**config.mk**
```make
export PLATFORM = sky130hd
export DESIGN_NAME = dmem_stack
export DESIGN_NICKNAME = d
export VERILOG_FILES = /design/src/rtl/dmem_stack.sv
export SDC_FILE = /design/constraint.sdc
export NUM_CORES = 2
export LEC_CHECK = 0
export BUFFER_PORTS_ARGS = -buffer_cell sky130_fd_sc_hd__buf_4
export CAP_MARGIN = 20
export CELL_PAD_IN_SITES_DETAIL_PLACEMENT = 0
export CELL_PAD_IN_SITES_GLOBAL_PLACEMENT = 1
export CORE_ASPECT_RATIO = 1.4
export CORE_MARGIN = 3
export CORE_UTILIZATION = 55
export DETAILED_ROUTE_END_ITERATION = 16
export PLACE_DENSITY = 0.86
export SKIP_CTS_REPAIR_TIMING = 1
export SLEW_MARGIN = 15
export SYNTH_ARGS = -nofsm -noshare
export SYNTH_HDL_FRONTEND = slang
export SYNTH_SLANG_ARGS = --single-unit
```
**constraint.sdc**
```tcl
create_clock -name clk -period 5.5 [get_ports clk]
set_input_delay 0.55 -clock clk [delete_from_list [all_inputs] [get_ports clk]]
set_output_delay 0.55 -clock clk [all_outputs]
set_load 0.01 [all_outputs]
```
**src/rtl/dmem_stack.sv**
```systemverilog
// dmem_stack: data memory with a downward-growing hardware stack and duplicate-request guard
module dmem_stack #(
  parameter int DW = 8,
  parameter int AW = 8,
  parameter int PCW = 12,
  parameter logic [AW-1:0] SP_INIT = AW'(2**AW-1),
  parameter logic [AW-1:0] SP_LIMIT = AW'(2**AW-16)
) (
  input  logic           clk,
  input  logic           reset,
  input  logic [DW-1:0]  dat_in,
  input  logic           wr_en,
  input  logic [AW-1:0]  addr,
  input  logic [PCW-1:0] prog_ctr,
  input  logic           push,
  input  logic           pop,
  output logic [DW-1:0]  dat_out,
  output logic [DW-1:0]  pop_data,
  output logic           pop_valid,
  output logic [AW-1:0]  sp,
  output logic           full,
  output logic           empty,
  output logic [1:0]     err
);
  logic [DW-1:0] core [2**AW];
  logic [PCW-1:0] last_pc;
  logic last_vld, req, conflict, acc, do_push, do_pop, we;
  logic [AW-1:0] sp_inc, wa;
  assign dat_out = core[addr];
  assign full = sp < SP_LIMIT;
  assign empty = sp == SP_INIT;
  assign sp_inc = sp + 1'b1;
  assign req = wr_en | push | pop;
  assign conflict = (wr_en & push) | (wr_en & pop) | (push & pop);
  // a request repeated from the same PC is a replay of one already accepted
  assign acc = req && !conflict && (!last_vld || prog_ctr != last_pc);
  assign do_push = acc && push && !full;
  assign do_pop = acc && pop && !empty;
  assign we = (acc && wr_en) || do_push;
  assign wa = wr_en ? addr : sp;
  always_ff @(posedge clk)
    if (!reset && we) core[wa] <= dat_in;
  always_ff @(posedge clk) begin
    if (reset) begin
      sp <= SP_INIT;
      pop_data <= '0;
      pop_valid <= 1'b0;
      err <= 2'b00;
      last_vld <= 1'b0;
      last_pc <= '0;
    end else begin
      pop_valid <= do_pop;
      if (do_pop) pop_data <= core[sp_inc];
      sp <= do_push ? sp - 1'b1 : do_pop ? sp_inc : sp;
      if (acc) begin
        last_pc <= prog_ctr;
        last_vld <= 1'b1;
      end
      err <= err | {req && conflict, acc && ((push && full) || (pop && empty))};
    end
  end
endmodule

```
==> impl_metrics.toml <==
[outcome]
outcome = "complete, no violations"

[die]
coreArea_um2 = 175800
die_w_um = 361.4
num_rows = 182
start_util = 0.5534
ios = 62
die_h_um = 503.6
die-area_um2 = 182000

[grt]
antenna_found_initial = 10
grt_usage = 0.3265
grt_pass1_vias = 56780
overflow = 0
grt_pass1_wl_mm = 418.8
grt_max_degree = 201

[clock_tree]
cts-root-buf = "clkbuf_16"
cts.sinks = 2080
clock_latency_ns = 0.84
cts.htree.levels = 4
cts_buffer_depth = 3
cts_tree = "done"
numCtsBuffers = 183
cts.clk_slew.worst_paths_ns = 0.07

[final_layout]
syn2layout_area_growth_pct = 11.58
nNetsFinal = 5190
fill_cells = 11820
layout-drive-gt1-share = 0.3492
final_common_cell = "edfxtp_1"
stdcell_area_um2 = 108500
fin_cells = 7610
final_cell_mix = "edfxtp_1 (2048), mux4_2 (1151), nand2_1 (343), buf_4 (342), nor2_1 (304)"
final_core_util = 0.6174

[yosys]
netlist-cell-type-count = 65
ys.flop_type = "edfxtp_1"
yosys_warnings = 0
synth_edf_count = 2048
async_reset_ff_frac = 0
netlist_instances = 4961
synth_fp_nets = 4996
syn_area_per_cell_um2 = 19.61
yosysSeqAreaShare = 0.6388
mappedNetlistArea_um2 = 97280
synth-seq-cells = 2080

[detailed_routing]
wirelength_mm = 293.8
drc_errors = 0
drtIter0Drc = 8414
ant_nets = 0
dr.pass1.iters = 6
wire_per_inst_um = 38.61
viasPerCell = 7.355
num_vias = 55970

[worst_setup_path]
r2r-end = "pop_data[6]"
end_kind = "output port"
crit_arrival_ns = 4.81
critPathRequiredTime_ns = 4.95
worstPathCellList = "buf_8, buf_4, mux4_2, mux4_2, mux4_2, a22oi_1, nand2_1, buf_4"
cpMostUsedCell = "mux4_2"
reg2reg_depth = 9
crit_slowest_cell = "buf_8"
worst_path_largest_cell_delay_ns = 0.72
cp-start-kind = "primary input"
path_buf_inv = 3
criticalPathCategory = "primary input to output port"
crit_fanout = 66
cp_top_family = "multiplexers"
r2r-start = "sp[1]"
r2r_slack_ns = 0.54

[timing]
rsz0062_at_grt = "no"
relSlewSlack = 0.1073
timing.final.crit_period_ns = 5.357
finalMaxSlewViolations = 0
finalSetupViolations = 0
hold_violations = 0
finalSetupTns_ns = 0
skew_ns = 0.01961
worst_pin_slew_ns = 1.339
fin_crit_sh = 0.9740
hold_ws_ns = 0.003094
fmax_mhz = 186.7
setup_ws_ns = 0.1431

[min_path]
hold_start = "prog_ctr[9]"
min_path_cells = 3
hold_class = "primary input to flip-flop"
hold_path_end = "last_pc[9]"

[pwr]
total_leakage_power_nw = 34.06
peakVddDrop_mv = 0.7770
power.density_nw_per_um2 = 500.5
p_total_mw = 54.33

[placement]
dp_slack_ns = 0.3692
dp_hpwl_mm = 195.2
placed_area_um2 = 102100
gp_congestion = 0.9363
post-place-cells = 7258
io_buffers = 61

[flow_run]
maxCapViolations = 0
-- worst register-to-register path: stages, from the launching register on --
cell and delay (ns):
dfxtp_1 0.80, nand3_1 0.53, xnor2_4 0.96, buf_4 0.58, buf_4 0.56, mux2i_1 0.30
a32oi_1 0.17, a32oi_1 0.51, nand4_1 0.17, a32o_1 0.28
-- per-layer routing --
metal / wire, µm / up-vias / track usage / share of wire
met5: 59 / - / 0 / 0.00020
met4: 27250 / 8 / 0.2420 / 0.093
met3: 32690 / 914 / 0.07651 / 0.11
met2: 142800 / 4274 / 0.5256 / 0.49
met1: 90960 / 29170 / 0.3878 / 0.31
li1: - / 21600 / - / -
-- worst max path at each step --
stage	startpoint	slack [ns]	cells after the start	end
2_1_floorplan	sp[0]	1.26	17	pop_data[0]
3_3_place_gp	addr[1]	0.41	8	dat_out[2]
3_5_place_dp	addr[1]	0.37	8	dat_out[4]
4_1_cts	addr[1]	0.39	8	dat_out[4]
5_1_grt	addr[1]	0.15	8	dat_out[4]
6_report	addr[1]	0.14	8	dat_out[4]
-- sequential cells by signal (all words and copies together), names as in the netlist --
name	flops
core	2048
last_pc	12
pop_data	8
sp	8
err	2
last_vld	1
pop_valid	1
-- cell type report --
| cell class | instances | area, µm² | share of cell area |
|---|---|---|---|
| flip-flops and latches | 2080 | 62140 | 0.5725 |
| multi-input cells | 2478 | 33540 | 0.3090 |
| inverters | 7 | 26.28 | 0.0002421 |
| clock buffers | 223 | 4918 | 0.04531 |
| diodes | 3 | 7.507 | 0.00006916 |
| well taps | 2300 | 2878 | 0.02651 |
| clock inverters | 114 | 1388 | 0.01278 |
| repair buffers | 405 | 3637 | 0.03351 |
-- cells by family (layout without fill, tap and decap cells) --
family                     count (synthesis)  count (layout)  share of synthesized area
and+or+nand+nor                          861             861                    0.03779
AOI/OAI and AO/OA                        286             286                    0.02096
muxes                                   1305            1305                     0.2824
xor gates and xnor gates                  23              23                   0.002148
buffers and inverters                    403             749                    0.01758
other                                      0               3                          0
DFF                                     2080            2080                     0.6388
adders and majority gates                  3               3                  0.0003601
-- where the power goes --
part / internal (mW) / leakage, nW / switching, mW
clock: 7.79 / 3.07 / 5.87
combinational: 8.29 / 12.3 / 14.7
sequential: 17.5 / 18.7 / 0.148
total: 33.6 / 34.1 / 20.8
-- cell usage after synthesis, types with 36 or more instances --
cell type,instances,area share
edfxtp_1,2048,0.63
mux4_2,1151,0.27
nand2_1,347,0.013
nor2_1,306,0.012
clkbuf_1,221,0.0085
mux2i_1,149,0.015
buf_2,128,0.0066
nand3_1,80,0.0041
o21ai_0,66,0.0034
nand4_1,44,0.0028
buf_1,38,0.0015
a21oi_1,36,0.0019
No activity file was read; power rests on OpenSTA's default activity.
